File: config.mk
export PLATFORM = sky130hd
export DESIGN_NAME = divisor_entero_secuencial
export DESIGN_NICKNAME = d
export VERILOG_FILES = /design/src/rtl/divisor_pkg.sv /design/src/rtl/division_restauradora.sv /design/src/rtl/divisor_entero_secuencial.sv
export SDC_FILE = /design/constraint.sdc
export NUM_CORES = 1
export LEC_CHECK = 0
export CORE_ASPECT_RATIO = 0.8
export CORE_MARGIN = 3
export CORE_UTILIZATION = 55
export DETAILED_ROUTE_END_ITERATION = 6
export GPL_TIMING_DRIVEN = 0
export PLACE_DENSITY = 0.8
export SLEW_MARGIN = 20
export SYNTH_ARGS = -nofsm -noshare
export SYNTH_HDL_FRONTEND = slang
export SYNTH_HIERARCHICAL = 1
export SYNTH_SLANG_ARGS = --single-unit
File: constraint.sdc
create_clock -name clock -period 2.3 [get_ports clock]
set_input_delay 0.345 -clock clock [delete_from_list [all_inputs] [get_ports clock]]
set_output_delay 0.345 -clock clock [all_outputs]
set_load 0.03 [all_outputs]
File: src/rtl/divisor_pkg.sv
// Shared types and constants for the sequential integer divider.
// Holds the controller state encoding and the default operand width.
package divisor_pkg;

   typedef enum logic [1:0] {
      IDLE = 2'd0,
      CALC = 2'd1,
      FIN  = 2'd2
   } estado_t;

   localparam int DEFAULT_WIDTH = 4;

endpackage

File: src/rtl/division_restauradora.sv
// Iterative restoring divider: one quotient bit per cycle, MSB first.
// Operands are snapshotted on start; results and a done pulse appear after FIN.
module division_restauradora
   import divisor_pkg::*;
#(
   parameter int WIDTH = DEFAULT_WIDTH
) (
   input  logic             clock,
   input  logic             reset,
   input  logic             start,
   input  logic [WIDTH-1:0] dividendo,
   input  logic [WIDTH-1:0] divisor,
   output logic [WIDTH-1:0] cociente,
   output logic [WIDTH-1:0] resto,
   output logic             busy,
   output logic             done
);

   localparam int CW = (WIDTH > 1) ? $clog2(WIDTH) : 1;
   localparam logic [CW-1:0] CNT_INI = CW'(WIDTH - 1);
   localparam logic [CW-1:0] CNT_UNO = CW'(1);

   estado_t          state_r;
   estado_t          state_s;
   logic [WIDTH-1:0] dvd_r;
   logic [WIDTH-1:0] dvs_r;
   logic [WIDTH-1:0] q_r;
   logic [WIDTH-1:0] cociente_r;
   logic [WIDTH-1:0] resto_r;
   logic [WIDTH:0]   r_r;
   logic [WIDTH:0]   r_shift_s;
   logic [WIDTH:0]   r_next_s;
   logic [CW-1:0]    cnt_r;
   logic             ge_s;
   logic             busy_r;
   logic             done_r;

   // Controller state register
   always_ff @(posedge clock) begin
      if (reset) begin
         state_r <= IDLE;
      end else begin
         state_r <= state_s;
      end
   end

   // Controller next-state logic
   always_comb begin
      state_s = state_r;
      case (state_r)
         IDLE: begin
            if (start) state_s = CALC;
            else       state_s = IDLE;
         end
         CALC: begin
            if (cnt_r == '0) state_s = FIN;
            else             state_s = CALC;
         end
         FIN:     state_s = IDLE;
         default: state_s = IDLE;
      endcase
   end

   // Single restoring step: shift in the next dividend bit, then compare/subtract
   always_comb begin
      r_shift_s = {r_r[WIDTH-1:0], dvd_r[cnt_r]};
      ge_s      = (r_shift_s >= {1'b0, dvs_r});
      if (ge_s) r_next_s = r_shift_s - {1'b0, dvs_r};
      else      r_next_s = r_shift_s;
   end

   // Working registers, counter and result/flag outputs
   always_ff @(posedge clock) begin
      if (reset) begin
         dvd_r      <= '0;
         dvs_r      <= '0;
         q_r        <= '0;
         r_r        <= '0;
         cnt_r      <= '0;
         cociente_r <= '0;
         resto_r    <= '0;
         busy_r     <= 1'b0;
         done_r     <= 1'b0;
      end else begin
         done_r <= 1'b0;
         busy_r <= (state_s != IDLE);
         case (state_r)
            IDLE: begin
               if (start) begin
                  dvd_r <= dividendo;
                  dvs_r <= divisor;
                  r_r   <= '0;
                  q_r   <= '0;
                  cnt_r <= CNT_INI;
               end
            end
            CALC: begin
               r_r <= r_next_s;
               q_r <= {q_r[WIDTH-2:0], ge_s};
               if (cnt_r != '0) cnt_r <= cnt_r - CNT_UNO;
            end
            FIN: begin
               cociente_r <= q_r;
               resto_r    <= r_r[WIDTH-1:0];
               done_r     <= 1'b1;
            end
            default: begin
               done_r <= 1'b0;
            end
         endcase
      end
   end

   assign cociente = cociente_r;
   assign resto    = resto_r;
   assign busy     = busy_r;
   assign done     = done_r;

endmodule

File: src/rtl/divisor_entero_secuencial.sv
// Divider front end: button edge detection and operand editing around the
// restoring division core.
module divisor_entero_secuencial
   import divisor_pkg::*;
#(
   parameter int WIDTH = DEFAULT_WIDTH
) (
   input  logic             clock,
   input  logic             reset,
   input  logic             up,
   input  logic             down,
   input  logic             selector,
   input  logic             start,
   output logic [WIDTH-1:0] numerador,
   output logic [WIDTH-1:0] divisor,
   output logic [WIDTH-1:0] cociente,
   output logic [WIDTH-1:0] resto,
   output logic             busy,
   output logic             done
);

   localparam logic [WIDTH-1:0] MAXV = '1;
   localparam logic [WIDTH-1:0] ONE  = WIDTH'(1);

   logic             up_prev_r;
   logic             down_prev_r;
   logic             up_edge_s;
   logic             down_edge_s;
   logic [WIDTH-1:0] numerador_r;
   logic [WIDTH-1:0] divisor_r;
   logic [WIDTH-1:0] numerador_s;
   logic [WIDTH-1:0] divisor_s;
   logic             busy_s;

   // Button history for rising-edge detection
   always_ff @(posedge clock) begin
      if (reset) begin
         up_prev_r   <= 1'b0;
         down_prev_r <= 1'b0;
      end else begin
         up_prev_r   <= up;
         down_prev_r <= down;
      end
   end

   // Operand edit: numerador wraps modulo 2^WIDTH, divisor skips zero
   always_comb begin
      numerador_s = numerador_r;
      divisor_s   = divisor_r;
      up_edge_s   = up & ~up_prev_r;
      down_edge_s = down & ~down_prev_r;
      if (!busy_s && (up_edge_s ^ down_edge_s)) begin
         if (selector == 1'b0) begin
            if (up_edge_s) numerador_s = numerador_r + ONE;
            else           numerador_s = numerador_r - ONE;
         end else begin
            if (up_edge_s) begin
               if (divisor_r == MAXV) divisor_s = ONE;
               else                   divisor_s = divisor_r + ONE;
            end else begin
               if (divisor_r == ONE) divisor_s = MAXV;
               else                  divisor_s = divisor_r - ONE;
            end
         end
      end else begin
         numerador_s = numerador_r;
         divisor_s   = divisor_r;
      end
   end

   // Displayed operand registers
   always_ff @(posedge clock) begin
      if (reset) begin
         numerador_r <= '0;
         divisor_r   <= ONE;
      end else begin
         numerador_r <= numerador_s;
         divisor_r   <= divisor_s;
      end
   end

   division_restauradora #(
      .WIDTH (WIDTH)
   ) u_core (
      .clock     (clock),
      .reset     (reset),
      .start     (start),
      .dividendo (numerador_r),
      .divisor   (divisor_r),
      .cociente  (cociente),
      .resto     (resto),
      .busy      (busy_s),
      .done      (done)
   );

   assign numerador = numerador_r;
   assign divisor   = divisor_r;
   assign busy      = busy_s;

endmodule
==> flow_summary.yaml <==
clock_tree:
  clk_pin_slew_worst_paths_ns: 0.07
  cts_resized: 0
  cts_hold_repair.buffers: 0
  cts_setup_buffers: 0
  cts_buffers: 5
  root_buffer: "clkbuf_8"
  tritoncts: "done"
  cts_sinks: 40
  htree_levels: 2
  cts_buffer_depth: 2
  clk_latency_ns: 0.29
setup_path:
  worstPathMaxFanout: 10
  criticalPathCategory: "in -> reg"
  cp-start-kind: "input port"
  arrival_ns: 2.33
  crit_path_end_kind: "flop"
  required_ns: 2.46
floorplan:
  ios: 24
  dieHeight_um: 59.5
  core_area_mm2: 0.00324
  rows: 18
  die-area_mm2: 0.00434
  die_w_um: 72.9
  start_util_pct: 60.7
power_and_ir_drop:
  p_sw_share_pct: 28.6
  pwr-share-comb_pct: 23.6
  power_density_mw_per_mm2: 777
  ir_drop_mv: 0.501
  leakage_nw: 0.876
  p_switching_w: 0.000529
  seq_power_share_pct: 43.0
  power.total_w: 0.00185
  clkPwrFrac_pct: 33.4
  internal_power_w: 0.00132
timing:
  skew_ns: 0.00426
  period_share_pct: 94.5
  relSlewSlack_pct: 63.0
  finalHoldViolations: 0
  worst_slew_pin_slew_ns: 0.551
  clock.fmax_ghz: 0.460
  drv_slew: 0
  tns_ns: 0
  layout_min_cycle_time_ns: 2.17
  setup_viol_count_final: 0
  grt_setup_unrepaired: "false"
flow_run:
  maxCapViolations: 0
synthesis:
  syn-instance-count: 217
  synth_cell_types: 55
  syn_avg_cell_area_um2: 9.07
  ys_ff_latch: 40
  ys_top_cells_by_area: "dfxtp_1 41%, ha_1 6.4%, a21oi_1 4.8%"
  syn-cell-area_mm2: 0.00197
  synth_top_cell_by_area: "dfxtp_1"
  ys_async_sr_fraction_pct: 0
  synth_top_area_share_pct: 40.7
  synthesis.nets: 234
  ys_seq_area_share_pct: 40.7
  synth-main-ff-cell: "dfxtp_1"
  yosys_warnings: 6
  synth-edff-count: 0
global_route:
  grt_pass1_vias: 1512
  grt_max_degree: 13
  antenna_found_initial: 0
  grt_overflow: 0
  grt_usage_pct: 20.0
  grt_pass1_wl_um: 6790
outcome:
  outcome: "finished, final reports clean"
finish:
  area_growth_pct: 20.9
  final_cell_count_no_fill: 287
  antenna_cells: 0
  fin_util_pct: 73.3
  num-nets-final: 263
  layout_commonest_cell: "dfxtp_1"
  layout_common_cells: "40 x dfxtp_1, 25 x nor2_1, 22 x clkdlybuf4s50_1, 21 x nand2_1, 19 x a21oi_1"
  drive_gt1_share_pct: 10.1
detailed_routing:
  drt-wirelength-per-cell_um: 13.5
  met1_length_um: 1980
  num_vias: 1650
  firstDrtPassIters: 4
  drtAntennaViolNets: 0
  vias_per_cell: 5.75
  wl_met2_um: 1650
  dr_wl_met3_um: 174
  drtIter0Drc: 120
  highest-signal-layer: "met4"
  drcViolationCount: 0
  routed_wl_um: 3870
place:
  portBuffers: 22
  dpl.hpwl_um: 2790
  place_congestion: 0.827
  placed_cells: 279
min_path:
  hold_class: "in -> reg"
-- power groups by stage --
stage / Combinational (W) / Sequential (W) / Clock (W)
after floorplan: 0.000288 / 0.000833 / 0
after global placement: 0.000416 / 0.000809 / 0
after detailed placement: 0.000421 / 0.000809 / 0
after CTS: 0.000427 / 0.000794 / 0.000633
after global routing: 0.000481 / 0.000803 / 0.000669
final: 0.000436 / 0.000795 / 0.000617
-- critical path: stages --
cell and delay [ns]:
clkdlybuf4s50_1 0.46, nor2b_2 0.14, buf_6 0.14, inv_4 0.07
ha_4 0.28, and3_1 0.14, o21ai_0 0.10, a2111oi_2 0.42
xnor2_1 0.16, nor2_1 0.05
-- final timing paths --
| check | end | startpoint | slack, ns | cells after the start |
|---|---|---|---|---|
| worst max-delay path | numerador[3] | up | 0.13 | 10 |
| worst max register to register | u_core/r_r[3] | u_core/cnt_r[0] | 0.14 | 7 |
| worst min-delay path | u_core/cociente[0] | reset | 0.43 | 2 |
| worst min register to register | u_core/cociente[1] | u_core/cociente[1] | 0.46 | 2 |
-- cell type report --
| type | count | area (um2) |
|---|---|---|
| repair buffers | 22 | 220 |
| plain buffers | 8 | 41.3 |
| clock inverters | 1 | 30.0 |
| well taps | 40 | 50.0 |
| fillers | 268 | 865 |
| multi-input cells | 156 | 1090 |
| inverters | 13 | 51.3 |
| clock buffers | 7 | 96.3 |
| flip-flops and latches | 40 | 801 |
-- synthesized netlist by cell type, types with 5 or more instances --
master    count
dfxtp_1      40
nor2_1       25
nand2_1      21
a21oi_1      19
inv_1        12
ha_1         10
mux2i_1       8
nor2b_1       8
o21ai_0       8
clkbuf_1      6
xnor2_1       5
-- state kept, by name, indices dropped and copies added (netlist names) --
register         count
divisor              4
down_prev_r          1
numerador            4
u_core/busy          1
u_core/cnt_r         2
u_core/cociente      4
u_core/done          1
u_core/dvd_r         4
u_core/dvs_r         4
u_core/q_r           4
u_core/r_r           4
u_core/resto         4
u_core/state_r       2
up_prev_r            1
-- layer usage --
| metal | track usage [%] | vias up |
|---|---|---|
| met5 | 0 | - |
| met4 | 7.11 | 0 |
| met3 | 4.41 | 11 |
| met2 | 29.8 | 38 |
| met1 | 28.6 | 777 |
| li1 | - | 824 |
-- cells by family after synthesis --
group | count (synthesis) | share of synthesized area [%]
and+or+nand+nor | 76 | 19.7
AOI/OAI and AO/OA | 53 | 18.8
DFF | 40 | 40.7
buffers and inverters | 21 | 4.64
adders and majority gates | 11 | 7.37
muxes | 10 | 5.79
xor gates and xnor gates | 6 | 3.05
-- stage by stage --
stage | hold slack [ns] | setup slack [ns] | area, um2
after floorplan | 0.432 | 0.298 | 1970
after global placement | 0.442 | -0.224 | 2240
after detailed placement | 0.449 | -0.271 | 2240
after global routing | 0.464 | 0.00568 | 2380
after CTS | 0.413 | 0.0199 | 2360
final | 0.428 | 0.127 | 2380
Note: power is estimated with default switching activity, not from simulation.
==> RTL change (same flow settings) <==
The package constant `DEFAULT_WIDTH` goes from 4 to 8.
--- a/src/rtl/divisor_pkg.sv
+++ b/src/rtl/divisor_pkg.sv
@@ -8,7 +8,7 @@
       FIN  = 2'd2
    } estado_t;
 
-   localparam int DEFAULT_WIDTH = 4;
+   localparam int DEFAULT_WIDTH = 8;
 
 endpackage
 
Ports: changed (resized cociente, divisor, numerador and resto); port bits go from 24 to 40. No check against the original RTL was run, so the function may have changed too.
==> RTL change against the unedited design <==
Highest routed layer unchanged. Synthesized area rose by 93%. Critical path type is now reg2reg. Worst setup slack got worse by 0.35 ns. Critical endpoint is now u_core/r_r[2]. Power rose by 110%. Clock skew rose by 0.0050 ns. Utilization fell by 1.9 points. Combinational power rose to 2.9 times the old value. Final cell count rose by 110%. Design area rose by 96%. The flow now finishes with violations (setup timing). Non-clock buffer count rose by 42. Sequential cell count rose by 33. Wire length rose to 2.5 times the old value.
==> RTL change: results (changes against the unedited design) <==
* Outcome: complete, but fails checks
* Failing checks: setup timing
* Clock latency on the worst-skew pair at 0.35 ns (+0.06 ns)
* P_clk at 1140 uW (+85%)
* Inverter count at 18 (+5)
* FFs & Latches at 73 (+83%)
* Placed instance area at 4320 um^2 (+93%)
* Nets at 544 (+110%)
* Seq/total area at 0.314 (-0.0227)
* Port Buffers at 39 (+77%)
* Largest delay contributor family on the critical path: multiplexers
* DR pass1 iterations at 5 (+1)
* FF/Latch Area at 1470 um^2 (+83%)
* Finished Layout Cells at 608 (+110%)
* Vias in the first global route at 3391 (+120%)
* Iter 0 DRT Violations at 330 (+180%)
* Total Routing Usage GR at 0.261 (+0.0602)
* Signal buf overhead at 0.131 (+0.0211)
* HP Start: up
* Post-DP HPWL at 7020 um (+150%)
* H-tree depth at 3 (+1)
* Register area share after synthesis at 0.385 (-0.0220)
* Reg2reg end: u_core/r_r[2]
* Vias per inst at 6.05 (+5.2%)
* Routed met2 length at 4410 um (+170%)
* Final setup violation count at 9 (+9)
* Metal-1 WL at 4540 um (+130%)
* Final worst slack at -0.221 ns (-0.348 ns)
* Footprint of the multi-input gates at 2190 um^2 (+100%)
* ClkCell Share at 0.0482 (-0.00491)
-- RTL change: changes by cell type after synthesis, moves of 5 or more --
cell	unedited run	this run
a21o_1	0	6
a21oi_1	19	48
a22o_1	0	7
clkbuf_1	6	11
dfxtp_1	40	73
ha_1	10	18
inv_1	12	18
nand2_1	21	96
nand3_1	2	10
nor3_1	1	11
-- RTL change: worst max path at each step --
stage | from | to | slack (ns)
detailed placement | up | numerador[6] | -0.67
floorplan | u_core/cnt_r[1] | u_core/r_r[2] | -0.05
CTS | u_core/cnt_r[1] | u_core/r_r[6] | -0.21
global route | u_core/cnt_r[1] | u_core/r_r[2] | -0.31
finish | u_core/cnt_r[1] | u_core/r_r[2] | -0.22
global placement | up | numerador[7] | -0.62
-- RTL change: cells by family after synthesis --
| group | synth area share |
|---|---|
| muxes | 0.0273 |
| xor gates and xnor gates | 0.0300 |
| AOI/OAI and AO/OA | 0.212 |
| buffers and inverters | 0.0573 |
| and+or+nand+nor | 0.224 |
| adders and majority gates | 0.0646 |
| DFF | 0.385 |
